File: src/rtl/alu_mul_seq_pkg.sv
// Shared definitions for the shift-and-add multiply sequencer:
// ALU control codes, FSM state encoding and the N/Z flag helper.
package alu_mul_seq_pkg;

   localparam logic [1:0] ALU_ADD = 2'b00;
   localparam logic [1:0] ALU_SUB = 2'b01;
   localparam logic [1:0] ALU_AND = 2'b10;
   localparam logic [1:0] ALU_OR  = 2'b11;

   typedef enum logic [1:0] {
      IDLE = 2'b00,
      RUN  = 2'b01,
      DONE = 2'b10
   } state_t;

   function automatic logic [1:0] nz_flags(input logic [31:0] value);
      return {value[31], (value == '0)};
   endfunction

endpackage

File: src/rtl/alu_mul_seq.sv
// MUL / MLA sequencer: borrows the shared 32-bit ALU through req/gnt and
// accumulates the low 32 bits of A*B (+C) one multiplier bit per granted cycle.
module alu_mul_seq
   import alu_mul_seq_pkg::*;
#(
   parameter bit EARLY_TERM = 1'b1
) (
   input  logic        clk,
   input  logic        reset_n,
   input  logic        start,
   input  logic        op_mla,
   input  logic [31:0] a,
   input  logic [31:0] b,
   input  logic [31:0] c,
   output logic        busy,
   output logic        done,
   output logic [31:0] result,
   output logic [1:0]  flags_nz,
   output logic        alu_req,
   input  logic        alu_gnt,
   output logic [1:0]  alu_control,
   output logic [31:0] alu_srca,
   output logic [31:0] alu_srcb,
   input  logic [31:0] alu_result
);

   state_t      state;
   state_t      state_next;
   logic [31:0] acc;
   logic [31:0] mcand;
   logic [31:0] mplier;
   logic [4:0]  count;
   logic [31:0] acc_step;
   logic        iter_last;
   logic        start_zero;

   always_comb begin
      acc_step   = mplier[0] ? alu_result : acc;
      iter_last  = (EARLY_TERM && (mplier[31:1] == '0)) || (count == 5'd31);
      start_zero = EARLY_TERM && (b == '0);
   end

   always_ff @(posedge clk or negedge reset_n) begin
      if (!reset_n) state <= IDLE;
      else          state <= state_next;
   end

   always_comb begin
      state_next = state;
      case (state)
         IDLE:    if (start) state_next = start_zero ? DONE : RUN;
         RUN:     if (alu_gnt && iter_last) state_next = DONE;
         DONE:    state_next = IDLE;
         default: state_next = IDLE;
      endcase
   end

   always_comb begin
      busy        = (state != IDLE);
      done        = (state == DONE);
      alu_req     = (state == RUN);
      alu_control = ALU_ADD;
      alu_srca    = (state == RUN) ? acc   : '0;
      alu_srcb    = (state == RUN) ? mcand : '0;
   end

   // result/flags load on the same edge that enters DONE, so they are valid with done
   always_ff @(posedge clk or negedge reset_n) begin
      if (!reset_n) begin
         acc      <= '0;
         mcand    <= '0;
         mplier   <= '0;
         count    <= '0;
         result   <= '0;
         flags_nz <= '0;
      end else begin
         case (state)
            IDLE: begin
               if (start) begin
                  mcand  <= a;
                  mplier <= b;
                  acc    <= op_mla ? c : '0;
                  count  <= '0;
                  if (start_zero) begin
                     result   <= op_mla ? c : '0;
                     flags_nz <= nz_flags(op_mla ? c : '0);
                  end
               end
            end
            RUN: begin
               if (alu_gnt) begin
                  acc    <= acc_step;
                  mcand  <= mcand << 1;
                  mplier <= mplier >> 1;
                  count  <= count + 5'd1;
                  if (iter_last) begin
                     result   <= acc_step;
                     flags_nz <= nz_flags(acc_step);
                  end
               end
            end
            default: ;
         endcase
      end
   end

endmodule

File: config.mk
export PLATFORM = sky130hd
export DESIGN_NAME = alu_mul_seq
export DESIGN_NICKNAME = d
export VERILOG_FILES = /design/src/rtl/alu_mul_seq_pkg.sv /design/src/rtl/alu_mul_seq.sv
export SDC_FILE = /design/constraint.sdc
export NUM_CORES = 1
export LEC_CHECK = 0
export CAP_MARGIN = 10
export CORE_ASPECT_RATIO = 0.5
export CORE_UTILIZATION = 46
export CTS_CLUSTER_DIAMETER = 80
export DETAILED_ROUTE_END_ITERATION = 8
export GPL_TIMING_DRIVEN = 0
export PLACE_DENSITY = 0.78
export SLEW_MARGIN = 20
export SYNTH_ARGS = -nofsm -noshare
export SYNTH_HDL_FRONTEND = slang
export SYNTH_SLANG_ARGS = --single-unit
File: constraint.sdc
create_clock -name clk -period 2.7 [get_ports clk]
set_input_delay 0.27 -clock clk [delete_from_list [all_inputs] [get_ports clk]]
set_output_delay 0.27 -clock clk [all_outputs]
set_load 0.01 [all_outputs]
==> flow_metrics.tcl, run 1 <==
set metrics [dict create \
    status "finished, final reports clean" \
    critPathRequiredTime_ns 2.43 \
    static_leak_nw 4.65 \
    max_slew_margin 0.566 \
    preCtsSetupSlack_ns -0.111 \
    critPathLaunchType "flip-flop" \
    final_core_util 0.703 \
    grt_antenna_before_repair 0 \
    totalWireLength_um 22300 \
    final.setup.worst_slack_ns 0.0681 \
    post-cts-setup-buffer-count 0 \
    placement.io_buffers 232 \
    total_overflow_reported_by_the_global_router 0 \
    fp-row-count 31 \
    maxClockFrequency_mhz 380 \
    clk_root_buffer_cell "clkbuf_16" \
    place_hpwl_um 16300 \
    tritoncts_num_sinks 136 \
    clock_tree.buffer_depth 2 \
    timing.setup.critical_path_class "flip-flop to output port" \
    synthDistinctLibCells 43 \
    drt_pass1_iterations 6 \
    dp_cells 1198 \
    post-route-min-period_ns 2.63 \
    postSynthCellCount 766 \
    num_vias 6962 \
    fin_worst_hold_slack_ns 0.317 \
    die_area_mm2 0.0159 \
    syn-cell-area_mm2 0.00707 \
    timing.final.crit_share 0.975 \
    tritoncts "yes" \
    cp.arrival_ns 2.36 \
    numCtsBuffers 17 \
    finalClockSkew_ns 0.0118 \
    share_of_post_route_cells_with_drive_strength_above_1 0.0804 \
    ir_drop_v 0.000651 \
    reg2regPathDepth 10 \
    die_width_um 177 \
    reg_to_reg_critical_path_endpoint "result[28]" \
    report.final.setup_viol 0 \
    clkSlewWorstSetupHoldPaths_ns 0.06 \
    detail-route-antenna-nets 0 \
    fill_cells 1149 \
    rr_startpoint "state[0]" \
    syn2layout_area_growth_pct 46.5 \
    grt_max_degree 95 \
    synth.yosys.seq_area_share 0.481 \
    endpoint_kind "output port" \
    setup.reg_to_reg.worst_slack_ns 0.37 \
    power.density_cell_area_mw_per_mm2 1290 \
    synthesis.area_per_instance_um2 9.23 \
    place.gp.congestion 0.878 \
    antenna_cells 0 \
    synth_compound_area_frac 0.118 \
    drt_drc_violations_left 0 \
    cts.htree.levels 4 \
    core_mm2 0.0147 \
    worstMarginPinSlew_ns 0.651 \
    first_global_vias 6744 \
    total_power_mw 13.3 \
    detailedRoute.firstIterationViolations 618 \
    synth_seq_cells 136 \
    final_net_count 1155 \
    report.final.slew_viol_count 0 \
    viasPerCell 5.66 \
    die_height_um 89.7 \
    synthAdderAreaFrac 0.00354 \
    worstSkewPairLatency_ns 0.42 \
    synth_top_family_by_area "simple AND/OR/NAND/NOR gates" \
    groute.usage.overall 0.284 \
    fraction_of_synthesized_area_in_multiplexers 0.116 \
    post_layout_nonfiller_instances 1230 \
    drv_cap 0 \
    initial_utilization 0.480 \
    synth.yosys.warnings 0 \
    hold_class "input pin to async pin" \
    xor_xnor_fraction_of_synth_area 0.00248 \
    hold_violations 0 \
    synth-simple-area-share 0.224 \
    avgRoutedWirePerCell_um 18.2 \
    grt_pass1_wl_um 34700 \
    ios 236 \
    critPathMaxFanout 10 \
]
-- synthesized netlist by cell type, drive strengths merged --
cell | instances | area (um2)
a2111oi | 1 | 8.76
a21o | 1 | 7.51
a21oi | 21 | 105
a22o | 5 | 43.8
a22oi | 30 | 225
a31oi | 51 | 319
and2 | 65 | 407
and3 | 1 | 6.26
buf | 24 | 159
clkbuf | 35 | 131
conb | 1 | 3.75
dfrtp | 136 | 3400
ha | 2 | 25.0
inv | 23 | 86.3
mux2 | 26 | 293
mux2i | 53 | 531
nand2 | 127 | 477
nand2b | 1 | 6.26
nand3 | 12 | 60.1
nand4 | 9 | 56.3
nor2 | 75 | 284
nor2b | 1 | 6.26
nor3 | 3 | 15.0
nor3b | 2 | 15.0
nor4 | 34 | 213
nor4b | 1 | 8.76
o211ai | 1 | 21.3
o21ai | 15 | 75.1
o21bai | 2 | 15.0
o22a | 1 | 8.76
o22ai | 1 | 6.26
or2 | 2 | 12.5
or4 | 1 | 7.51
or4b | 1 | 10.0
xor2 | 2 | 17.5
-- kinds of logic (layout without fill, tap and decap cells) --
group | Yosys count | after routing
AOI/OAI and AO/OA | 129 | 129
adders and majority gates | 2 | 2
and+or+nand+nor | 335 | 335
xor gates and xnor gates | 2 | 2
muxes | 79 | 79
buffers and inverters | 82 | 347
other | 1 | 2
DFF | 136 | 136
-- state kept, by name, summed over array words and instances, names as in the netlist --
register / cells
count: 5
mplier: 32
result: 32
state: 2
mcand: 32
acc: 32
flags_nz: 1
-- how the worst max path moves through the flow --
stage | end | from | cells past startpoint
2_1_floorplan | flags_nz[0] | state[0] | 10
3_3_place_gp | acc[8] | reset_n | 1
3_5_place_dp | alu_srca[19] | state[1] | 7
4_1_cts | alu_srca[19] | state[1] | 7
5_1_grt | alu_srca[22] | state[1] | 7
6_report | alu_srca[18] | state[1] | 7
-- layout make-up --
cell class,count,area (um2),share of cell area
Sequential cell,136,3400,0.329
Multi-Input combinational cell,549,3290,0.318
Timing Repair Buffer,234,2370,0.229
Clock buffer,20,457,0.0441
Buffer,59,320,0.0309
Tap cell,198,248,0.0239
Clock inverter,11,173,0.0167
Inverter,23,88.8,0.00858
-- power breakdown --
part | switching (mW) | internal (mW)
Combinational | 3.61 | 3.37
Sequential | 0.794 | 3.06
Clock | 0.916 | 1.59
Total | 5.32 | 8.02
-- metrics by stage --
stage | area [um2] | setup TNS (ns)
6_report | 10400 | 0
5_1_grt | 10400 | -0.000276
4_1_cts | 10300 | 0
3_5_place_dp | 9680 | -1.54
3_3_place_gp | 9640 | -552.96
2_1_floorplan | 7070 | 0
-- repair_timing --
item / in CTS / in global routing
pin swaps: 0 / 0
endpoints found under the hold margin: 42 / 0
hold buffers: 1 / 0
cloned: 0 / 0
endpoints found under the setup margin: 54 / 33
resized for setup: 12 / 12
-- cell usage in the layout, fill, tap and decap left out, types with 9 or more instances in the layout --
cell	count
a22oi_1	30
a21oi_1	21
buf_2	13
nand4_1	9
nand2_1	127
nor2_1	74
a31oi_1	51
mux2i_1	53
clkbuf_1	29
dfrtp_1	136
o21ai_0	15
clkbuf_16	17
mux2_1	9
clkdlybuf4s50_1	228
and2_1	65
mux2_2	17
nand3_1	12
nor4_1	34
inv_1	22
-- per-layer routing --
metal | up-vias | wire length [um] | GRT usage
met5 | - | 0 | 0
met4 | 0 | 533 | 0.113
met3 | 42 | 1590 | 0.0572
met2 | 337 | 10500 | 0.457
met1 | 3401 | 9760 | 0.385
li1 | 3182 | - | -
-- critical path, stage by stage, from the launching register on --
cell and delay (ns):
dfrtp_1 0.38, nand2b_1 0.14, buf_4 0.18, inv_4 0.12
clkbuf_8 0.19, buf_4 0.20, and2_1 0.16, clkdlybuf4s50_1 0.57
Power figures use the tool's default switching activity.
==> inputs of run 2 (changes only) <==
Settings changed: CORE_UTILIZATION 46 to 47, PLACE_DENSITY 0.78 to 0.8, SKIP_CTS_REPAIR_TIMING set to 1.
Clock period 2.7 ns to 3.25 ns, I/O delays scaled along.
==> run 2 against run 1 <==
  * Sequential power decreased by 17%
  * Cell area decreased by 0.19%
  * Power decreased by 17%
  * Die area decreased by 2.1%
  * Non-clock buffer count decreased by 1
  * Hold slack improved by 0.086 ns
  * Utilization increased by 0.61 points
  * Routed wire length increased by 0.42%
  * Via count decreased by 1.2%
  * Critical path type unchanged
  * Critical endpoint is now alu_srca[31]
==> flow_metrics.tcl, run 2 (same netlist as run 1, synthesis figures left out) <==
set metrics [dict create \
    maxClockFrequency_mhz 335 \
    drt_drc_violations_left 0 \
    core_mm2 0.0146 \
    cp.arrival_ns 2.66 \
    post-route-min-period_ns 2.99 \
    worstSkewPairLatency_ns 0.42 \
    clock_power_share 0.193 \
    avgRoutedWirePerCell_um 18.3 \
    placement.io_buffers 232 \
    timing.setup.critical_path_class "flip-flop to output port" \
    fin_worst_hold_slack_ns 0.402 \
    viasPerCell 5.60 \
    place_hpwl_um 16300 \
    final_net_count 1154 \
    fp-row-count 31 \
    power.switching_mw 4.41 \
    total_power_mw 11.1 \
    seqPwrFrac 0.289 \
    place.gp.congestion 0.906 \
    post_layout_nonfiller_instances 1229 \
    grt_setup_unrepaired "no" \
    clock_tree.buffer_depth 2 \
    antenna_cells 0 \
    power.density_cell_area_mw_per_mm2 1070 \
    grt_antenna_before_repair 0 \
    totalWireLength_um 22400 \
    clk_root_buffer_cell "clkbuf_16" \
    grt_pass1_wl_um 35000 \
    static_leak_nw 4.59 \
    preCtsSetupSlack_ns 0.348 \
    detail-route-antenna-nets 0 \
    drt_pass1_iterations 6 \
    share_of_post_route_cells_with_drive_strength_above_1 0.0737 \
    p_sw_frac 0.397 \
    ir_drop_v 0.000540 \
    grt_max_degree 90 \
    numCtsBuffers 17 \
    initial_utilization 0.485 \
    dp_cells 1198 \
    groute.usage.overall 0.292 \
    ios 236 \
    syn2layout_area_growth_pct 46.2 \
    die_width_um 175 \
    clkSlewWorstSetupHoldPaths_ns 0.06 \
    report.final.slew_viol_count 0 \
    first_global_vias 6804 \
    worstMarginPinSlew_ns 0.617 \
    hold_violations 0 \
    detailedRoute.firstIterationViolations 494 \
    most_frequent_standard_cell_in_the_layout_excluding_fill_and_tap_cells "clkdlybuf4s50_1" \
    endpoint_kind "output port" \
    report.final.setup_viol 0 \
    timing.final.crit_share 0.918 \
    die_height_um 88.7 \
    total_overflow_reported_by_the_global_router 0 \
    finalClockSkew_ns 0.0133 \
    critPathMaxFanout 17 \
    tritoncts "yes" \
    critPathRequiredTime_ns 2.92 \
    max_slew_margin 0.578 \
    part_of_the_power_in_combinational_logic 0.518 \
    status "finished, final reports clean" \
    final.setup.worst_slack_ns 0.265 \
    hold_class "input pin to async pin" \
    drv_cap 0 \
    internal_power_mw 6.69 \
    layout_common_cells "clkdlybuf4s50_1, dfrtp_1, nand2_1" \
    cts.htree.levels 4 \
    die_area_mm2 0.0156 \
    tritoncts_num_sinks 136 \
    num_vias 6880 \
    critPathLaunchType "flip-flop" \
]
## run 2: changes by cell type in the layout (fill, tap and decap cells not counted), sizes merged
cell / before / now
buf: 29 / 26
bufinv: 4 / 5
clkbuf: 52 / 54
clkdlybuf4s50: 228 / 231
clkinv: 6 / 4
clkinvlp: 1 / 2
dlymetal6s2s: 3 / 0
## run 2: layout make-up
type | instances | area [um2]
well taps | 198 | 248
clock buffers | 20 | 457
flip-flops and latches | 136 | 3400
fillers | 1128 | 4250
multi-input cells | 549 | 3290
clock inverters | 11 | 196
repair buffers | 234 | 2360
inverters | 23 | 86.3
plain buffers | 58 | 287
## run 2: worst paths after layout
kind                                 to  slack (ns)  cells after the start       from
setup / recovery           alu_srca[31]        0.26                      6   state[1]
hold / removal               result[10]        0.40                      2    reset_n
setup reg to reg                acc[18]        0.75                     11   state[1]
hold reg to reg               mcand[14]        0.49                      2  mcand[14]
max in group asynchronous     mcand[18]        2.07                      3    reset_n
min in group clk              mcand[14]        0.49                      2  mcand[14]
## run 2: metrics by stage
stage / TNS (ns) / area, um2 / utilization
final: 0 / 10300 / 0.709
after global routing: 0 / 10300 / 0.709
after CTS: -0.918 / 10300 / 0.708
after detailed placement: 0 / 9680 / 0.663
after global placement: -476.31 / 9640 / 0.661
after floorplan: 0 / 7070 / -
## run 2: power groups by stage
stage / sequential (mW) / combinational (mW) / clock (mW)
after floorplan: 3.11 / 3.23 / 0
after global placement: 3.16 / 5.55 / 0
after CTS: 3.18 / 5.75 / 2.15
final: 3.21 / 5.75 / 2.15
after global routing: 3.30 / 6.25 / 2.23
after detailed placement: 3.20 / 5.68 / 0
## run 2: per-layer routing
| layer | track usage | part of all wire | vias to the layer above |
|---|---|---|---|
| met5 | 0 | 0 | - |
| met1 | 0.379 | 0.42 | 3354 |
| met4 | 0.108 | 0.024 | 0 |
| met2 | 0.491 | 0.49 | 294 |
| met3 | 0.0601 | 0.066 | 53 |
| li1 | - | - | 3179 |
## run 2: worst max-delay path, stage by stage (launching register included)
cell and delay, ns:
dfrtp_1 0.38, nand2b_1 0.14, buf_4 0.18, inv_2 0.27, clkbuf_1 0.49, and2_1 0.23
clkdlybuf4s50_1 0.55
==> inputs of run 3 (changes only) <==
Settings changed: CORE_ASPECT_RATIO 0.5 to not set, CORE_UTILIZATION 47 to 50, PLACE_DENSITY 0.8 to 0.84.
==> run 3 against run 2 <==
  * Via count barely moved
  * Sequential power hardly changed
  * Critical path depth unchanged
  * Clock-buffer cell count is 4 higher
  * Clock skew down 0.0078 ns
  * Critical path type unchanged
  * Critical endpoint unchanged
  * Largest power group unchanged
  * Highest routed layer unchanged
==> flow_metrics.tcl, run 3 (same netlist as run 1, synthesis figures left out) <==
set metrics [dict create \
    initial_utilization 0.511 \
    worstMarginPinSlew_ns 0.589 \
    syn2layout_area_growth_pct 44.2 \
    grt_max_degree 73 \
    placed_cell_area_mm2 0.00965 \
    status "finished, final reports clean" \
    final.setup.worst_slack_ns 0.283 \
    timing.setup.tns_ns 0 \
    drv_cap 0 \
    grt_pass1_wl_um 35000 \
    fp-row-count 43 \
    share_of_post_route_cells_with_drive_strength_above_1 0.0700 \
    static_leak_nw 4.55 \
    gr-usage-met1 0.398 \
    worstSkewPairLatency_ns 0.42 \
    layout_common_cells "clkdlybuf4s50_1, dfrtp_1, nand2_1" \
    viasPerCell 5.70 \
    avgRoutedWirePerCell_um 18.5 \
    tritoncts "yes" \
    critical_path.slowest_cell "clkdlybuf4s50_1" \
    seqPwrFrac 0.302 \
    power.density_cell_area_mw_per_mm2 1050 \
    post_layout_nonfiller_instances 1208 \
    tritoncts_num_sinks 136 \
    finish.instance_area_mm2 0.0102 \
    multi_input_area_mm2 0.00329 \
    timing.final.crit_share 0.913 \
    internal_power_mw 6.40 \
    critPathMaxFanout 17 \
    hold_class "input pin to async pin" \
    finalClockSkew_ns 0.00546 \
    post-route-min-period_ns 2.97 \
    part_of_the_power_in_combinational_logic 0.531 \
    die_area_mm2 0.0146 \
    groute.usage.overall 0.313 \
    antenna_cells 0 \
    maxClockFrequency_mhz 337 \
    placement.io_buffers 232 \
    rr_startpoint "state[0]" \
    ir_drop_v 0.000512 \
    reg_to_reg_critical_path_endpoint "result[22]" \
    ios 236 \
    grt_use_met3 0.0719 \
    detail-route-antenna-nets 0 \
    critical_path_buf_inv_count 4 \
    p_sw_frac 0.402 \
    endpoint_kind "output port" \
    timing.critical_path.slowest_cell_delay_ns 0.55 \
    cpLargestDelayFamily "buffers and inverters" \
    drt_drc_violations_left 0 \
    detailedRoute.firstIterationViolations 678 \
    grt_antenna_before_repair 0 \
    dp_cells 1180 \
    drt_pass1_iterations 5 \
    clkSlewWorstSetupHoldPaths_ns 0.05 \
    total_overflow_reported_by_the_global_router 0 \
    final_core_util 0.737 \
    setup.reg_to_reg.worst_slack_ns 0.81 \
    preCtsSetupSlack_ns 0.366 \
    critPathLaunchType "flip-flop" \
    power.switching_mw 4.30 \
    final_net_count 1154 \
    cp.arrival_ns 2.64 \
    hold_violations 0 \
    grt_setup_unrepaired "no" \
    crit_chain "nand2b_1, buf_4, inv_2, clkbuf_1, and2_1, clkdlybuf4s50_1" \
    num_vias 6884 \
    core_mm2 0.0138 \
    totalWireLength_um 22400 \
    global_route.peak_usage_layer "met2" \
    clock_power_share 0.167 \
    die_height_um 121 \
    die_width_um 121 \
    clk_root_buffer_cell "clkbuf_16" \
    place.gp.congestion 0.934 \
    report.final.slew_viol_count 0 \
    combined_flip_flop_and_latch_cell_area_mm2 0.00340 \
    first_global_vias 6836 \
    clock_tree.buffer_depth 2 \
    groute.layer.met2.usage 0.508 \
    critPathRequiredTime_ns 2.92 \
    max_slew_margin 0.607 \
    place_hpwl_um 16400 \
    cts.htree.levels 4 \
    numCtsBuffers 17 \
    report.final.setup_viol 0 \
    reg2regPathDepth 10 \
    timing.setup.critical_path_class "flip-flop to output port" \
    critPathLaunch "state[1]" \
    most_frequent_standard_cell_in_the_layout_excluding_fill_and_tap_cells "clkdlybuf4s50_1" \
    fill_cells 1045 \
]
-- run 3: changes by cell type in the layout (fill, tap and decap cells not counted) --
cell	before	now
bufinv_16	5	1
clkinv_4	3	0
clkbuf_8	2	4
clkinv_2	1	3
clkinvlp_4	2	0
clkbuf_1	35	36
clkbuf_2	0	1
-- run 3: worst max-delay path by stage --
stage	cells past startpoint	to	slack, ns
final	6	alu_srca[31]	0.28
after global routing	6	alu_srca[1]	0.10
after floorplan	10	flags_nz[0]	1.23
after global placement	1	mplier[13]	-3.62
after detailed placement	7	alu_srca[26]	0.37
after CTS	7	alu_srca[26]	-0.08
-- run 3: power groups by stage --
stage | Clock (mW) | Combinational [mW] | Sequential [mW]
2_1_floorplan | 0 | 3.23 | 3.11
3_3_place_gp | 0 | 5.52 | 3.19
3_5_place_dp | 0 | 5.65 | 3.22
4_1_cts | 1.80 | 5.69 | 3.22
5_1_grt | 1.88 | 6.20 | 3.33
6_report | 1.79 | 5.68 | 3.24
-- run 3: layout make-up --
| class | count | share of cell area |
|---|---|---|
| Buffer | 58 | 0.0282 |
| Sequential cell | 136 | 0.334 |
| Inverter | 23 | 0.00847 |
| Multi-Input combinational cell | 549 | 0.323 |
| Clock buffer | 24 | 0.0482 |
| Timing Repair Buffer | 234 | 0.232 |
| Tap cell | 180 | 0.0221 |
| Clock inverter | 4 | 0.00442 |
-- run 3: metrics by stage --
| stage | hold WS (ns) | power, mW |
|---|---|---|
| 2_1_floorplan | 0.0294 | 6.34 |
| 3_3_place_gp | 0.449 | 8.72 |
| 3_5_place_dp | 0.307 | 8.87 |
| 4_1_cts | -0.135 | 10.7 |
| 5_1_grt | 0.494 | 11.4 |
| 6_report | 0.470 | 10.7 |
-- run 3: worst reg2reg max path, stage by stage, from the launching register on --
cell and delay [ns]:
dfrtp_1 0.41, nand2b_1 0.08, buf_4 0.20, inv_2 0.18, and2_1 0.22, buf_6 0.14
or2_1 0.20, buf_4 0.17, o211ai_4 0.18, buf_8 0.21, mux2_1 0.33
-- run 3: per-layer routing --
metal | up-vias | wire length [um]
met5 | - | 0
met3 | 62 | 1970
met2 | 370 | 10600
li1 | 3169 | -
met1 | 3283 | 9130
met4 | 0 | 697
==> patch: new RTL, settings of run 2 <==
Encoding of `state_t`: now one-hot (3 bits for 3 states).
--- a/src/rtl/alu_mul_seq_pkg.sv
+++ b/src/rtl/alu_mul_seq_pkg.sv
@@ -9,6 +9,6 @@
 
-   typedef enum logic [1:0] {
-      IDLE = 2'b00,
-      RUN  = 2'b01,
-      DONE = 2'b10
+   typedef enum logic [2:0] {
+      IDLE = 3'b001,
+      RUN  = 3'b010,
+      DONE = 3'b100
    } state_t;
Formal check against the unedited RTL: no difference found for any inputs over 4 cycles, from zero or initial values and one cycle with reset_n low; so few cycles prove little.
==> patch against run 2 <==
- non-clock buffer count stayed put
- via count is 2.4% higher
- sequential power is 3% lower
- wire length is 4.0% higher
- design area grew 1.1%
- clock power hardly changed
- worst hold slack better by 0.031 ns
- register-to-register slack improved by 0.15 ns
- first-iteration DRC count is 21% higher
- maximum frequency fell by 4.1%
- power fell by 17%
- worst setup slack worse by 0.13 ns
- area after synthesis up 1.5%
- sequential cell count increased by 1
- largest cell class unchanged
- highest routed layer unchanged
==> patch: results (changes against run 2) <==
Status
  • Status: finished, final reports clean

Worst setup path
  • CP Launch Point: state[0]
  • Crit path DAT: 2.79 ns (+0.13 ns)
  • Critical path peak fanout: 10 (-7)
  • Worst Setup EP: alu_srcb[31]

Finish
  • Nets@finish: 1163 (+0.78%)
  • Fraction of layout cells with a size suffix above 1: 7.88% (+0.51 points)
  • Fill count: 1094 (-3.0%)

GRT
  • Vias in the first global route: 7011 (+3.0%)
  • Routing usage on met1: 39.0% (+1.1 points)
  • Largest net degree at the start of global routing: 80 (-11%)
  • Global Route met3 Usage: 5.27% (-0.74 points)
  • Total track usage: 29.9% (+0.72 points)

Placed design
  • Final HPWL DP: 16500 µm (+1.3%)
  • Port Buffers: 232 (unchanged)
  • Gpl congestion: 0.886 (-2.1%)
  • Placed Area: 9780 µm² (+1.1%)

STA
  • Worst Skew: 0.00773 ns (-0.00552 ns)

Route
  • Met2 Wirelength: 11200 µm (+2.8%)
  • Met3 Wirelength: 1600 µm (+8.8%)
  • Number of detailed-route iterations in the first pass: 5 (-1)
  • Initial DRC count: 598 (+21%)
  • WL/cell: 18.8 µm (+3.2%)

Synthesis
  • Sequential share of the synthesized area: 47.8% (-0.34 points)
  • Synth top cells by count: nor2_1, dfrtp_1, nand2_1

Pwr
  • Pleak: 0.00456 µW (-0.70%)
  • Worst IR Drop VDD: 0.000497 V (-7.9%)
patch: cell types whose count changed in the layout (fill, tap and decap cells not counted), moves of 3 or more:
cell             run 2  this run
mux2_2              17         4
a21oi_1             21        24
nor2_1              74       140
buf_2               13        17
nand2_1            127        67
mux2_4               0         8
buf_1                2         5
a22oi_1             30         0
buf_4                5        11
clkbuf_2             0         3
o22a_1               1        30
clkbuf_1            35        22
patch: metrics by stage:
stage,hold WS [ns],utilization (%),setup TNS (ns),worst slack (ns)
global placement,0.462,66.3,-490.37,-3.61
global route,0.479,71.1,0,0.00837
detailed placement,0.288,66.5,0,0.429
floorplan,0.0294,-,0,1.26
CTS,-0.147,71.0,-0.138,-0.0478
finish,0.433,71.1,0,0.137
patch: where the power goes:
part	total, µW	leakage, µW	internal (µW)	switching, µW
clock network	2150	0.000307	1370	777
registers	3120	0.00162	2510	611
logic	3900	0.00263	1910	1990
patch: how the worst min path moves through the flow:
stage,from,end
6_report,reset_n,mplier[12]
5_1_grt,reset_n,mplier[12]
4_1_cts,reset_n,mplier[12]
3_5_place_dp,reset_n,mplier[12]
3_3_place_gp,mcand[31],mcand[31]
2_1_floorplan,reset_n,acc[0]
patch: cell type report:
type | count | share of cell area (%)
Multi-Input combinational cell | 556 | 32.3
Clock inverter | 14 | 2.12
Buffer | 58 | 2.79
Tap cell | 198 | 2.37
Clock buffer | 18 | 4.11
Timing Repair Buffer | 234 | 22.6
Sequential cell | 137 | 32.8
Inverter | 24 | 0.874
patch: logic make-up after synthesis:
| group | share of synthesized area [%] |
|---|---|
| AND/OR/NAND/NOR | 22.6 |
| adder cells (fa/ha/maj) | 0.349 |
| other | 0.0523 |
| buffers and inverters | 5.28 |
| AO/OA/AOI/OAI | 12.3 |
| multiplexers | 11.4 |
| XOR/XNOR | 0.244 |
| flip-flops | 47.8 |
